$ cat src/rtl/det_pkg.sv
// Shared types and constants for the serial 3x3 determinant sequencer.
package det_pkg;

    // Default element / determinant width.
    localparam int ELEM_W_DEF = 32;

    // Number of multiply steps in one cofactor expansion.
    localparam logic [3:0] N_STEPS = 4'd9;

    // Row-major element indices.
    localparam logic [3:0] I00 = 4'd0;
    localparam logic [3:0] I01 = 4'd1;
    localparam logic [3:0] I02 = 4'd2;
    localparam logic [3:0] I10 = 4'd3;
    localparam logic [3:0] I11 = 4'd4;
    localparam logic [3:0] I12 = 4'd5;
    localparam logic [3:0] I20 = 4'd6;
    localparam logic [3:0] I21 = 4'd7;
    localparam logic [3:0] I22 = 4'd8;

    // Sequencer states.
    typedef enum logic [1:0] {
        ST_LOAD = 2'd0,
        ST_CALC = 2'd1,
        ST_OUT  = 2'd2
    } state_t;

    // Multiply-accumulate operation select.
    typedef enum logic [1:0] {
        MAC_PASS = 2'd0,   // y = a*b
        MAC_ADD  = 2'd1,   // y = c + a*b
        MAC_SUB  = 2'd2    // y = c - a*b
    } mac_op_t;

endpackage

$ cat src/rtl/det_mac.sv
// Shared truncated multiplier with add/sub/pass post-op. Purely combinational;
// all results wrap modulo 2^W (low bits of a signed product equal the unsigned ones).
module det_mac
    import det_pkg::*;
#(
    parameter int W = ELEM_W_DEF
) (
    input  logic [W-1:0] a,
    input  logic [W-1:0] b,
    input  logic [W-1:0] c,
    input  mac_op_t      op,
    output logic [W-1:0] y
);

    logic [W-1:0] prod;

    // Truncated product followed by the selected accumulate operation.
    always_comb begin
        prod = a * b;
        case (op)
            MAC_ADD: y = c + prod;
            MAC_SUB: y = c - prod;
            default: y = prod;
        endcase
    end

endmodule

$ cat src/rtl/det3_sequencer.sv
// Serial-load 3x3 determinant engine: nine elements in by valid/ready,
// nine-step cofactor expansion on one shared multiplier, result out by valid/ready.
module det3_sequencer
    import det_pkg::*;
#(
    parameter int ELEM_W = ELEM_W_DEF
) (
    input  logic              clk,
    input  logic              reset,
    input  logic              clear,
    input  logic              in_valid,
    input  logic [ELEM_W-1:0] in_data,
    output logic              in_ready,
    output logic              det_valid,
    input  logic              det_ready,
    output logic [ELEM_W-1:0] determinant,
    output logic              busy,
    output logic [15:0]       LED
);

    state_t                  state;
    logic [3:0]              idx;
    logic [3:0]              step;
    logic [8:0][ELEM_W-1:0]  elem;
    logic [ELEM_W-1:0]       tmp;
    logic [ELEM_W-1:0]       acc;

    logic [ELEM_W-1:0]       mac_a;
    logic [ELEM_W-1:0]       mac_b;
    logic [ELEM_W-1:0]       mac_c;
    mac_op_t                 mac_op;
    logic [ELEM_W-1:0]       mac_y;
    logic                    wr_acc;

    // Per-step operand routing: tmp holds the current 2x2 minor,
    // acc collects the signed cofactor terms (steps 2, 5, 8 write acc).
    always_comb begin
        mac_a  = '0;
        mac_b  = '0;
        mac_c  = '0;
        mac_op = MAC_PASS;
        wr_acc = 1'b0;
        case (step)
            4'd0: begin mac_a = elem[I11]; mac_b = elem[I22]; end
            4'd1: begin mac_a = elem[I12]; mac_b = elem[I21]; mac_c = tmp; mac_op = MAC_SUB; end
            4'd2: begin mac_a = elem[I00]; mac_b = tmp; wr_acc = 1'b1; end
            4'd3: begin mac_a = elem[I10]; mac_b = elem[I22]; end
            4'd4: begin mac_a = elem[I12]; mac_b = elem[I20]; mac_c = tmp; mac_op = MAC_SUB; end
            4'd5: begin mac_a = elem[I01]; mac_b = tmp; mac_c = acc; mac_op = MAC_SUB; wr_acc = 1'b1; end
            4'd6: begin mac_a = elem[I10]; mac_b = elem[I21]; end
            4'd7: begin mac_a = elem[I11]; mac_b = elem[I20]; mac_c = tmp; mac_op = MAC_SUB; end
            4'd8: begin mac_a = elem[I02]; mac_b = tmp; mac_c = acc; mac_op = MAC_ADD; wr_acc = 1'b1; end
            default: ;
        endcase
    end

    det_mac #(.W(ELEM_W)) u_mac (
        .a  (mac_a),
        .b  (mac_b),
        .c  (mac_c),
        .op (mac_op),
        .y  (mac_y)
    );

    // Sequencer FSM with registered handshake/status outputs.
    // clear outranks every handshake but leaves the element file and LED intact.
    always_ff @(posedge clk or posedge reset) begin
        if (reset) begin
            state       <= ST_LOAD;
            idx         <= '0;
            step        <= '0;
            in_ready    <= 1'b1;
            det_valid   <= 1'b0;
            busy        <= 1'b0;
            determinant <= '0;
            LED         <= '0;
            elem        <= '0;
            tmp         <= '0;
            acc         <= '0;
        end else if (clear) begin
            state       <= ST_LOAD;
            idx         <= '0;
            step        <= '0;
            in_ready    <= 1'b1;
            det_valid   <= 1'b0;
            busy        <= 1'b0;
            determinant <= '0;
            tmp         <= '0;
            acc         <= '0;
        end else begin
            case (state)
                ST_LOAD: begin
                    if (in_valid && in_ready) begin
                        elem[idx] <= in_data;
                        if (idx == I02)
                            LED <= in_data[15:0];
                        if (idx == I22) begin
                            idx      <= '0;
                            step     <= '0;
                            state    <= ST_CALC;
                            in_ready <= 1'b0;
                            busy     <= 1'b1;
                        end else begin
                            idx <= idx + 4'd1;
                        end
                    end
                end
                ST_CALC: begin
                    if (wr_acc)
                        acc <= mac_y;
                    else
                        tmp <= mac_y;
                    if (step == N_STEPS - 4'd1) begin
                        determinant <= mac_y;
                        det_valid   <= 1'b1;
                        step        <= '0;
                        state       <= ST_OUT;
                    end else begin
                        step <= step + 4'd1;
                    end
                end
                ST_OUT: begin
                    if (det_ready) begin
                        det_valid <= 1'b0;
                        in_ready  <= 1'b1;
                        busy      <= 1'b0;
                        state     <= ST_LOAD;
                    end
                end
                default: begin
                    state     <= ST_LOAD;
                    idx       <= '0;
                    step      <= '0;
                    in_ready  <= 1'b1;
                    det_valid <= 1'b0;
                    busy      <= 1'b0;
                end
            endcase
        end
    end

endmodule

$ cat config.mk
export PLATFORM = sky130hd
export DESIGN_NAME = det3_sequencer
export DESIGN_NICKNAME = d
export VERILOG_FILES = /design/src/rtl/det_pkg.sv /design/src/rtl/det_mac.sv /design/src/rtl/det3_sequencer.sv
export SDC_FILE = /design/constraint.sdc
export NUM_CORES = 2
export LEC_CHECK = 0
export BUFFER_PORTS_ARGS = -buffer_cell sky130_fd_sc_hd__buf_2
export CAP_MARGIN = 20
export CORE_MARGIN = 4
export CORE_UTILIZATION = 65
export DETAILED_ROUTE_END_ITERATION = 16
export GPL_TIMING_DRIVEN = 0
export PLACE_DENSITY = 0.82
export SYNTH_ARGS = -nofsm -noshare
export SYNTH_HDL_FRONTEND = slang
export SYNTH_SLANG_ARGS = --single-unit
$ cat constraint.sdc
create_clock -name clk -period 13.3 [get_ports clk]
set_input_delay 0.665 -clock clk [delete_from_list [all_inputs] [get_ports clk]]
set_output_delay 0.665 -clock clk [all_outputs]
set_load 0.05 [all_outputs]
==> flow_summary.json <==
{
  "power_density_nw_per_um2": 94.99,
  "cap_violations": 0,
  "period_share": 0.9647,
  "firstDrtPassIters": 8,
  "final_layout_size_suffix_gt1_frac": 0.1376,
  "slowest_stage": "fa_1",
  "dieArea_sq_um": 60290,
  "min_period_ns": 12.83,
  "p_int_mw": 2.398,
  "drtAntennaViolNets": 0,
  "syn_area_sq_um": 36680,
  "fin_util": 0.7155,
  "io_pins": 88,
  "endpoint_kind": "register",
  "slew_headroom": -0.03782,
  "rows": 86,
  "io_buffers": 87,
  "grt_max_degree": 129,
  "peakVddDrop_uv": 179.6,
  "grt_pass1_vias": 31180,
  "layout.nets": 4564,
  "worstPathRequired_ns": 13.75,
  "crit-reg2reg-launch": "step[1]",
  "dieHeight_um": 245.6,
  "coreArea_sq_um": 55520,
  "setup_violations": 0,
  "p_seq_frac": 0.417,
  "async_flop_share": 1.000,
  "drt_first_iter_violations": 3344,
  "cts_buffers": 37,
  "synth_seq_area_share": 0.2818,
  "worstSetupStartpointType": "register",
  "clock_skew_ns": 0.02712,
  "ys_types": 81,
  "whs_ns": 0.1767,
  "timing.rr.end": "determinant[30]",
  "worst_slack_ns": 0.4697,
  "status": "complete, but fails checks",
  "synth.top_cells.by_count": "nand2_1, inv_1, dfrtp_1, fa_1, nor2_1",
  "dp_cells": 4661,
  "cp-endpoint": "determinant[30]",
  "grt-ovfl-total": 0,
  "cts-root-buf": "clkbuf_16",
  "clock-sinks": 413,
  "synth_edf_count": 0,
  "grt_use_total": 0.4019,
  "initial_utilization": 0.6606,
  "cts_hold_buf": 0,
  "syn_area_per_cell_sq_um": 9.637,
  "critical_path_class": "register to register",
  "num_vias": 30200,
  "grt_pass1_wl_mm": 183.5,
  "ys.flop_type": "dfrtp_1",
  "nFillCells": 4161,
  "syn-num-nets": 4420,
  "timing.fmax_mhz": 77.94,
  "synth_top_area_frac": 0.2811,
  "p_comb_frac": 0.291,
  "dp_hpwl_mm": 92.51,
  "synthCells": 3806,
  "antenna_found_initial": 1,
  "violations": "max-slew violations",
  "cts_max_path_buffers": 3,
  "worstPathMaxFanout": 10,
  "area_delta_synth_final_pct": 8.306,
  "crit_family": "adder cells",
  "dieWidth_um": 245.6,
  "crit_start": "step[1]",
  "hp-class": "input pin to asynchronous set/reset pin",
  "viasPerCell": 6.390,
  "clock_power_share": 0.292,
  "crit_top_cell": "fa_1",
  "wl_mm": 119.5,
  "r2r_cells": 45,
  "yosysMostFrequentCell": "nand2_1",
  "hold_viol": 0,
  "report.final.slew_viol_count": 6,
  "cts_tree": "built",
  "path_depth": 45,
  "clk_pin_slew_ns": 0.06,
  "cts_htree_levels": 2,
  "finalWeightedCongestion": 1.050,
  "ys_ff_latch": 413,
  "synth_area_leaders": "dfrtp_1, fa_1, mux2_2, ha_1, nand2_1",
  "tightest_slew_ns": 1.557,
  "clk_latency_ns": 0.55,
  "rrSetupSlack_ns": 0.47,
  "final_cells": 4726,
  "yosysWarnings": 0,
  "critPathArrivalTime_ns": 13.28,
  "slowest_delay_ns": 0.55,
  "drc_errors": 0,
  "crit_buf_inv": 13,
  "synth_top_cell_by_area": "dfrtp_1",
  "switchingPower_mw": 1.375,
  "dpl_worst_slack_ns": -1.108,
  "wl_per_cell_um": 25.29,
  "leakage_nw": 19.38,
  "swShare": 0.3645
}
[worst reg2reg max path, delay by kind of cell (launching register included)]
kind / cells / cell delay [ns]
compound gates: 10 / 2.33
fa+ha+maj: 11 / 4.61
xor+xnor: 1 / 0.16
simple gates: 10 / 2.40
flops: 1 / 0.45
buf+inv: 13 / 2.77
[cell usage in the layout (no fill, tap or decap), drive strengths merged, types with 7 or more instances in the layout]
cell type and count:
dfrtp 412, a221o 34, nand2b 23, nand3b 23, nand4 9, o31ai 29
nand3 20, fa 409, mux2i 37, a211oi 44, nand2 557, inv 488
nor3 29, a2111oi 9, clkinv 9, buf 171, a211o 12, o21ai 67
a22o 51, mux2 273, xnor2 93, o21bai 10, a221oi 30, o21a 15
a21oi 110, nor3b 7, and2 46, nor2 400, ha 168, xor2 32
clkbuf 185, nor2b 12, and3 14, a22oi 31, or3 9, a21o 17
a222oi 13, a31oi 8
[area by class of cell]
class / count / area [sq um] / share of cell area
multi-input cells: 2705 / 23890 / 0.6013
flip-flops and latches: 413 / 10340 / 0.2602
inverters: 487 / 1836 / 0.04620
clock buffers: 52 / 1064 / 0.02677
well taps: 748 / 935.9 / 0.02356
plain buffers: 195 / 845.8 / 0.02129
repair buffers: 111 / 646.9 / 0.01628
clock inverters: 13 / 170.2 / 0.004283
diodes: 2 / 5.005 / 0.0001260
[power groups by stage]
stage          Sequential, mW  Clock, mW  Combinational, mW
5_1_grt                  1.58       1.16               1.15
3_3_place_gp             1.57          0              0.993
4_1_cts                  1.56       1.10               1.04
3_5_place_dp             1.58          0               1.02
2_1_floorplan            1.58          0              0.630
6_report                 1.57       1.10               1.10
[registers in the layout, indices dropped and copies added (netlist names)]
| signal | cells |
|---|---|
| elem | 288 |
| acc | 32 |
| determinant | 32 |
| tmp | 32 |
| LED | 16 |
| idx | 4 |
| step | 4 |
| state | 2 |
| busy | 1 |
| det_valid | 1 |
| in_ready | 1 |
[cells by family (layout without fill, tap and decap cells)]
group           after synthesis  after routing  synth area share
flops                       413            413            0.2818
fa+ha+maj                   577            577            0.2805
compound gates              520            520            0.1046
simple gates               1170           1170            0.1345
buf+inv                     688            858           0.07228
mux                         310            310           0.09425
other cells                   0              2                 0
xor+xnor                    128            128           0.03210
[per-layer routing]
layer  vias up  track usage  share of wire
met4         0       0.2413          0.078
met3       501       0.1292           0.13
met2      1891       0.6008           0.43
li1      12710            -              -
met1     15100       0.5152           0.36
met5         -            0              0
[worst min-delay path by stage]
stage	endpoint	depth (start not counted)	slack, ns	startpoint
after floorplan	elem[87]	2	0.44	elem[87]
after global placement	LED[0]	2	0.45	LED[0]
after detailed placement	LED[1]	2	0.46	LED[1]
after CTS	elem[91]	2	0.19	reset
after global routing	elem[84]	2	0.23	reset
final	elem[84]	2	0.18	reset
[metrics by stage]
step	instance area [sq um]	total power, mW	setup TNS, ns
after floorplan	36680	2.209	0
final	39730	3.773	0
after global placement	38050	2.567	-1302.10
after CTS	39560	3.707	0
after global routing	39720	3.890	-0.02356
after detailed placement	38260	2.605	-18.55
[timing repair]
action                                  in CTS  in global routing
endpoints found under the setup margin      31                 33
resized for setup                           21                 60
setup buffers                                0                  2
pin swaps                                    0                  1
No activity file was read; power rests on OpenSTA's default activity.
